**config.mk**
```make
export PLATFORM = sky130hd
export DESIGN_NAME = dmem_arbiter_flat
export DESIGN_NICKNAME = d
export VERILOG_FILES = /design/src/rtl/dmem_arbiter_if.sv /design/src/rtl/dmem_arbiter.sv /design/src/flat_wrapper.sv
export SDC_FILE = /design/constraint.sdc
export NUM_CORES = 1
export LEC_CHECK = 0
export BUFFER_PORTS_ARGS = -buffer_cell sky130_fd_sc_hd__buf_2
export CORE_ASPECT_RATIO = 1.4
export CORE_MARGIN = 2
export CORE_UTILIZATION = 46
export CTS_CLUSTER_SIZE = 16
export DETAILED_ROUTE_END_ITERATION = 8
export HOLD_SLACK_MARGIN = 0.02
export PLACE_DENSITY = 0.75
export SYNTH_ARGS = -nofsm -noshare
export SYNTH_HDL_FRONTEND = slang
export SYNTH_SLANG_ARGS = --single-unit
export TNS_END_PERCENT = 20
```
**constraint.sdc**
```tcl
create_clock -name clk -period 1.7 [get_ports clk]
set_input_delay 0.085 -clock clk [delete_from_list [all_inputs] [get_ports clk]]
set_output_delay 0.085 -clock clk [all_outputs]
set_load 0.03 [all_outputs]
```
**src/rtl/dmem_arbiter_if.sv**
```systemverilog
// Request/response and data-memory bundle between two requesters, the arbiter and the memory.
// Latency: none (wires only).
// Backpressure: the o_ReqReady/i_ReqValid pair per requester; responses cannot be stalled.
// Modports: slave = arbiter side, master = requesters plus memory side.
interface dmem_arbiter_if #(
  parameter int MEM_ADDR_WIDTH = 10,
  parameter int DATA_WIDTH     = 32
);
  logic [1:0]                  i_ReqValid;
  logic [1:0]                  o_ReqReady;
  logic [2*MEM_ADDR_WIDTH-1:0] i_ReqAddr;
  logic [1:0]                  i_ReqWrEn;
  logic [7:0]                  i_ReqByteEn;
  logic [2*DATA_WIDTH-1:0]     i_ReqWData;
  logic [1:0]                  o_RspValid;
  logic [DATA_WIDTH-1:0]       o_RspRData;
  logic [MEM_ADDR_WIDTH-1:0]   o_MemAddr;
  logic [DATA_WIDTH-1:0]       o_MemDataIn;
  logic                        o_MemWrEn;
  logic [DATA_WIDTH-1:0]       i_MemDataOut;
  logic                        o_Busy;

  modport slave (
    input  i_ReqValid, i_ReqAddr, i_ReqWrEn, i_ReqByteEn, i_ReqWData, i_MemDataOut,
    output o_ReqReady, o_RspValid, o_RspRData, o_MemAddr, o_MemDataIn, o_MemWrEn, o_Busy
  );

  modport master (
    output i_ReqValid, i_ReqAddr, i_ReqWrEn, i_ReqByteEn, i_ReqWData, i_MemDataOut,
    input  o_ReqReady, o_RspValid, o_RspRData, o_MemAddr, o_MemDataIn, o_MemWrEn, o_Busy
  );
endinterface

```
**src/rtl/dmem_arbiter.sv**
```systemverilog
// Round-robin arbiter giving two requesters serialized access to one single-port data memory.
// Latency: response 2 cycles after accept (load, full or empty store), 3 cycles for a partial store.
// Backpressure: o_ReqReady only in IDLE, to the round-robin winner; one transaction in flight.
// Ports: clk, reset_n (async active-low), bus (dmem_arbiter_if.slave: requests, responses, memory).
module dmem_arbiter #(
  parameter int MEM_ADDR_WIDTH = 10,
  parameter int DATA_WIDTH     = 32
) (
  input logic            clk,
  input logic            reset_n,
  dmem_arbiter_if.slave  bus
);
  localparam int AW = MEM_ADDR_WIDTH;
  localparam int DW = DATA_WIDTH;

  typedef enum logic [1:0] {IDLE, ACCESS, MERGE, RESP} state_t;

  state_t          state_q, state_d;
  logic            last_q, last_d;
  logic            id_q, id_d;
  logic [AW-1:0]   addr_q, addr_d;
  logic            wren_q, wren_d;
  logic [3:0]      be_q, be_d;
  logic [DW-1:0]   wdata_q, wdata_d;
  logic [AW-1:0]   mem_addr_q, mem_addr_d;
  logic            mem_we_q, mem_we_d;
  logic [DW-1:0]   mem_din_q, mem_din_d;
  logic [1:0]      rsp_vld_q, rsp_vld_d;
  logic [DW-1:0]   rsp_data_q, rsp_data_d;

  logic            win;
  logic [1:0]      grant;
  logic [DW-1:0]   merged;

  // On a tie the requester that was not granted last wins.
  always_comb begin
    win = 1'b0;
    if (bus.i_ReqValid == 2'b11) win = ~last_q;
    else                         win = bus.i_ReqValid[1];
    grant = 2'b00;
    // Gated by reset_n so ready is low for the whole reset, not just after it.
    if (reset_n && state_q == IDLE && bus.i_ReqValid != 2'b00) grant = 2'b01 << win;
  end

  // Byte-lane merge of the store data over the word currently read from memory.
  always_comb begin
    merged = bus.i_MemDataOut;
    for (int b = 0; b < 4; b++) begin
      if (be_q[b]) merged[8*b +: 8] = wdata_q[8*b +: 8];
    end
  end

  always_comb begin
    state_d    = state_q;
    last_d     = last_q;
    id_d       = id_q;
    addr_d     = addr_q;
    wren_d     = wren_q;
    be_d       = be_q;
    wdata_d    = wdata_q;
    mem_addr_d = '0;
    mem_we_d   = 1'b0;
    mem_din_d  = '0;
    rsp_vld_d  = 2'b00;
    rsp_data_d = '0;
    case (state_q)
      IDLE: begin
        if (grant != 2'b00) begin
          last_d     = win;
          id_d       = win;
          addr_d     = win ? bus.i_ReqAddr[2*AW-1:AW]   : bus.i_ReqAddr[AW-1:0];
          wren_d     = bus.i_ReqWrEn[win];
          be_d       = win ? bus.i_ReqByteEn[7:4]       : bus.i_ReqByteEn[3:0];
          wdata_d    = win ? bus.i_ReqWData[2*DW-1:DW]  : bus.i_ReqWData[DW-1:0];
          mem_addr_d = addr_d;
          // A full-word store writes during ACCESS, so its strobe is set up here.
          if (wren_d && be_d == 4'b1111) begin
            mem_we_d  = 1'b1;
            mem_din_d = wdata_d;
          end
          state_d = ACCESS;
        end
      end
      ACCESS: begin
        if (wren_q && be_q == 4'b1111) begin
          rsp_data_d = wdata_q;
          rsp_vld_d  = 2'b01 << id_q;
          state_d    = RESP;
        end else if (!wren_q || be_q == 4'b0000) begin
          rsp_data_d = bus.i_MemDataOut;
          rsp_vld_d  = 2'b01 << id_q;
          state_d    = RESP;
        end else begin
          mem_addr_d = addr_q;
          mem_we_d   = 1'b1;
          mem_din_d  = merged;
          state_d    = MERGE;
        end
      end
      MERGE: begin
        // The word being written is also the response word.
        rsp_data_d = mem_din_q;
        rsp_vld_d  = 2'b01 << id_q;
        state_d    = RESP;
      end
      RESP:    state_d = IDLE;
      default: state_d = IDLE;
    endcase
  end

  always_ff @(posedge clk or negedge reset_n) begin
    if (!reset_n) begin
      state_q    <= IDLE;
      last_q     <= 1'b1;
      id_q       <= 1'b0;
      addr_q     <= '0;
      wren_q     <= 1'b0;
      be_q       <= 4'b0000;
      wdata_q    <= '0;
      mem_addr_q <= '0;
      mem_we_q   <= 1'b0;
      mem_din_q  <= '0;
      rsp_vld_q  <= 2'b00;
      rsp_data_q <= '0;
    end else begin
      state_q    <= state_d;
      last_q     <= last_d;
      id_q       <= id_d;
      addr_q     <= addr_d;
      wren_q     <= wren_d;
      be_q       <= be_d;
      wdata_q    <= wdata_d;
      mem_addr_q <= mem_addr_d;
      mem_we_q   <= mem_we_d;
      mem_din_q  <= mem_din_d;
      rsp_vld_q  <= rsp_vld_d;
      rsp_data_q <= rsp_data_d;
    end
  end

  assign bus.o_ReqReady  = grant;
  assign bus.o_RspValid  = rsp_vld_q;
  assign bus.o_RspRData  = rsp_data_q;
  assign bus.o_MemAddr   = mem_addr_q;
  assign bus.o_MemDataIn = mem_din_q;
  assign bus.o_MemWrEn   = mem_we_q;
  assign bus.o_Busy      = (state_q != IDLE);
endmodule
```
**src/flat_wrapper.sv**
```systemverilog
// flat-port wrapper written by rule: the top's interface ports become plain ports
module dmem_arbiter_flat 
#(
  parameter int MEM_ADDR_WIDTH = 10,
  parameter int DATA_WIDTH     = 32
)
  (clk, reset_n, bus_i_ReqValid, bus_i_ReqAddr, bus_i_ReqWrEn, bus_i_ReqByteEn, bus_i_ReqWData, bus_i_MemDataOut, bus_o_ReqReady, bus_o_RspValid, bus_o_RspRData, bus_o_MemAddr, bus_o_MemDataIn, bus_o_MemWrEn, bus_o_Busy);
  dmem_arbiter_if #(.MEM_ADDR_WIDTH(MEM_ADDR_WIDTH), .DATA_WIDTH(DATA_WIDTH)) bus_i ();
  input logic clk;
  input logic reset_n;
  input wire logic [$bits(bus_i.i_ReqValid)-1:0] bus_i_ReqValid;
  input wire logic [$bits(bus_i.i_ReqAddr)-1:0] bus_i_ReqAddr;
  input wire logic [$bits(bus_i.i_ReqWrEn)-1:0] bus_i_ReqWrEn;
  input wire logic [$bits(bus_i.i_ReqByteEn)-1:0] bus_i_ReqByteEn;
  input wire logic [$bits(bus_i.i_ReqWData)-1:0] bus_i_ReqWData;
  input wire logic [$bits(bus_i.i_MemDataOut)-1:0] bus_i_MemDataOut;
  output wire logic [$bits(bus_i.o_ReqReady)-1:0] bus_o_ReqReady;
  output wire logic [$bits(bus_i.o_RspValid)-1:0] bus_o_RspValid;
  output wire logic [$bits(bus_i.o_RspRData)-1:0] bus_o_RspRData;
  output wire logic [$bits(bus_i.o_MemAddr)-1:0] bus_o_MemAddr;
  output wire logic [$bits(bus_i.o_MemDataIn)-1:0] bus_o_MemDataIn;
  output wire logic [$bits(bus_i.o_MemWrEn)-1:0] bus_o_MemWrEn;
  output wire logic [$bits(bus_i.o_Busy)-1:0] bus_o_Busy;
  assign bus_i.i_ReqValid = bus_i_ReqValid;
  assign bus_i.i_ReqAddr = bus_i_ReqAddr;
  assign bus_i.i_ReqWrEn = bus_i_ReqWrEn;
  assign bus_i.i_ReqByteEn = bus_i_ReqByteEn;
  assign bus_i.i_ReqWData = bus_i_ReqWData;
  assign bus_i.i_MemDataOut = bus_i_MemDataOut;
  assign bus_o_ReqReady = bus_i.o_ReqReady;
  assign bus_o_RspValid = bus_i.o_RspValid;
  assign bus_o_RspRData = bus_i.o_RspRData;
  assign bus_o_MemAddr = bus_i.o_MemAddr;
  assign bus_o_MemDataIn = bus_i.o_MemDataIn;
  assign bus_o_MemWrEn = bus_i.o_MemWrEn;
  assign bus_o_Busy = bus_i.o_Busy;
  dmem_arbiter #(.MEM_ADDR_WIDTH(MEM_ADDR_WIDTH), .DATA_WIDTH(DATA_WIDTH)) u_core (.clk(clk), .reset_n(reset_n), .bus(bus_i));
endmodule
```
==> run_results.csv <==
group,metric,value,unit
sta,fin_ws,-0.146,ns
place,portBuffers,209,
detailed_routing,ant_nets,0,
floorplanning,dieWidth,102,um
floorplanning,num_rows,50,
min_path,hold_path.class,"in -> reg",
power_and_ir_drop,peakVddDrop,0.847,mV
synth,synth_mux_area_frac,0.111,
synth,syn_area_per_cell,10.9,um2
grt,grt_usage,0.285,
synth,synth_seq_cells,128,
place,dp_hpwl,12.3,mm
synth,synth.distinct_cells,30,
clock_network,clkLatencyLatePin,0.42,ns
detailed_routing,drt_iter0_drc,476,
sta,clock.fmax,0.542,GHz
floorplanning,pin_count,210,
synth,synth-async-reset-ratio,1.00,
run,maxCapViolations,0,
sta,fin_crit_sh,1.09,
worst_setup_path,start_kind,"flop",
finish,nets,998,
synth,syn_area,0.00622,mm2
sta,min_period,1.85,ns
synth,seq_area_frac_synth,0.515,
floorplanning,die_area,0.0145,mm2
power_and_ir_drop,p_per_area,1610,mW/mm2
synth,yosys-top-cells-count,"dfrtp_1 (127), a21oi_1 (75), mux2i_1 (69)",
sta,worstMarginPinSlew,0.707,ns
finish,area_growth_syn_to_layout,53.3,%
worst_setup_path,ff2ff_path_depth,6,
synth,netlist_instances,573,
synth,yosysTopAreaCell,"dfrtp_1",
min_path,hold_path_depth,3,
synth,synthXorXnorAreaFrac,0,
synth,yosysMostFrequentCell,"dfrtp_1",
floorplanning,die_h,142,um
grt,gr-total-overflow,0,
run_status,run_status,"finished with violations",
detailed_routing,viasPerCell,5.79,
finish,final_util,0.716,
synth,synthesis.nets,707,
detailed_routing,routedWlPerCell,20.7,um
clock_network,cts-root-buf,"clkbuf_16",
clock_network,clock_sinks,128,
worst_setup_path,endpoint_kind,"flop",
clock_network,numCtsBuffers,17,
place,place.gp.congestion,0.835,
grt,grt_pass1_vias,6345,
floorplanning,coreArea,0.0133,mm2
run_status,violations,"setup timing",
synth,synth_flop_cell,"dfrtp_1",
grt,grt_antenna_before_repair,0,
synth,synth_compound_area_frac,0.210,
worst_setup_path,worstPathArrival,2.16,ns
floorplanning,initial_core_util,0.467,
clock_network,cts_tree,"done",
sta,relSlewSlack,0.529,
synth,yosys.area_share.simple,0.116,
worst_setup_path,required,2.01,ns
clock_network,clkTransAtPathRegs,0.06,ns
power_and_ir_drop,p_leak,0.00479,uW
detailed_routing,num_vias,6127,
synth,synth_warnings,0,
detailed_routing,drc,0,
synth,synth_enable_flop_cells,0,
worst_setup_path,critPathMaxFanout,5,
grt,grt_max_degree,129,
sta,finalSetupViolations,69,
finish,diodes,0,
synth,synth_top_area_share,0.511,
finish,drive_gt1_frac,0.429,
grt,grt_first_pass_wirelength,31.7,mm
worst_setup_path,path_class,"reg -> reg",
detailed_routing,dr.pass1.iters,5,
sta,skew,0.00959,ns
clock_network,clockBufferDepth,2,
sta,slew_violations,0,
power_and_ir_drop,total_power,15400,uW
sta,rsz0062_at_grt,"yes",
synth,synthTopCellsByArea,"dfrtp_1 (51%), mux2i_1 (11%), a21oi_1 (6.0%)",
detailed_routing,wl,21.9,mm
synth,synthAdderAreaFrac,0.00804,
synth,synth_top_family_by_area,"compound AO/OA/AOI/OAI gates",
sta,hold_viol,0,
clock_network,h-tree-depth,4,
[cells in the final DEF, fill, tap and decap left out, drive strengths merged]
cell	count
buf	253
dfrtp	127
a21oi	75
mux2i	69
nand2	66
dlygate4sd3	61
o21ai	40
a32o	32
nor3b	32
o22ai	32
clkbuf	23
a21o	20
clkinv	6
inv	6
clkinvlp	5
nor2	4
ha	4
bufinv	3
bufbuf	3
nand4	2
a31oi	2
nand3	2
and4	2
or4	1
a21boi	1
o211ai	1
a21bo	1
or2	1
nor4	1
nor4b	1
dfstp	1
[registers in the layout (all words and copies together) (netlist names)]
signal / count
u_core.addr_q: 10
u_core.be_q: 4
u_core.bus.o_MemAddr: 10
u_core.bus.o_MemDataIn: 32
u_core.bus.o_MemWrEn: 1
u_core.bus.o_RspRData: 32
u_core.bus.o_RspValid: 2
u_core.id_q: 1
u_core.last_q: 1
u_core.state_q: 2
u_core.wdata_q: 32
u_core.wren_q: 1
[per-stage QoR]
stage	cell area, um2	TNS (ns)	hold WS [ns]	setup slack, ns	std cells
after floorplan	6270	0	-0.211	0.00685	573
after global placement	7670	-0.0231	0.257	-0.0130	946
after detailed placement	7670	-1.38	0.264	-0.0756	946
after CTS	9130	-0.934	0.0207	-0.0914	1049
after global routing	9540	-7.34	0.0330	-0.175	1059
final	9540	-4.47	0.0157	-0.146	1059
[logic make-up after synthesis]
group           after synthesis
compound gates              204
flops                       128
fa+ha+maj                     4
buf+inv                      56
mux                          69
simple gates                112
[power breakdown]
part	total [uW]	switching [uW]	internal, uW
logic	6970	4080	2890
clock network	3700	1400	2300
registers	4700	668	4030
total	15400	6150	9220
[timing repair]
item / in CTS / in global routing
endpoints found under the setup margin: 65 / 114
hold buffers: 61 / 0
cloned: 4 / 5
pin swaps: 10 / 43
endpoints found under the hold margin: 187 / 0
gates resized for setup: 21 / 45
setup buffers: 6 / 5
[per-layer routing]
layer / vias to the layer above / GRT usage / wire length, um
li1: 2708 / - / -
met1: 3009 / 0.321 / 8060
met2: 332 / 0.501 / 11500
met3: 78 / 0.0581 / 1340
met4: 0 / 0.148 / 962
met5: - / 0 / 0
[path summary, 6_finish.rpt]
check,startpoint,to,slack (ns)
setup reg to reg,u_core.be_q[1],u_core.bus.o_RspRData[10],-0.15
min in group asynchronous,reset_n,u_core.be_q[0],0.33
max in group asynchronous,reset_n,u_core.bus.o_MemDataIn[3],0.81
hold reg to reg,u_core.addr_q[2],u_core.addr_q[2],0.48
setup / recovery,u_core.be_q[1],u_core.bus.o_RspRData[10],-0.15
hold / removal,bus_i_MemDataOut[2],u_core.bus.o_MemDataIn[2],0.02
[final cells by class]
class	count	area [um2]
clock inverter	14	166
multi-input combinational	389	3070
timing repair buffer	322	2420
inverter	6	26.3
tap	182	228
fill	908	3780
clock buffer	18	429
sequential	128	3200
[worst max-delay path: stages (launching register included)]
cell	delay, ns
dfrtp_1	0.39
or4_4	0.56
a31oi_4	0.22
buf_12	0.15
buf_12	0.12
a21oi_2	0.05
nor3b_2	0.25
No activity file was read; power rests on OpenSTA's default activity.
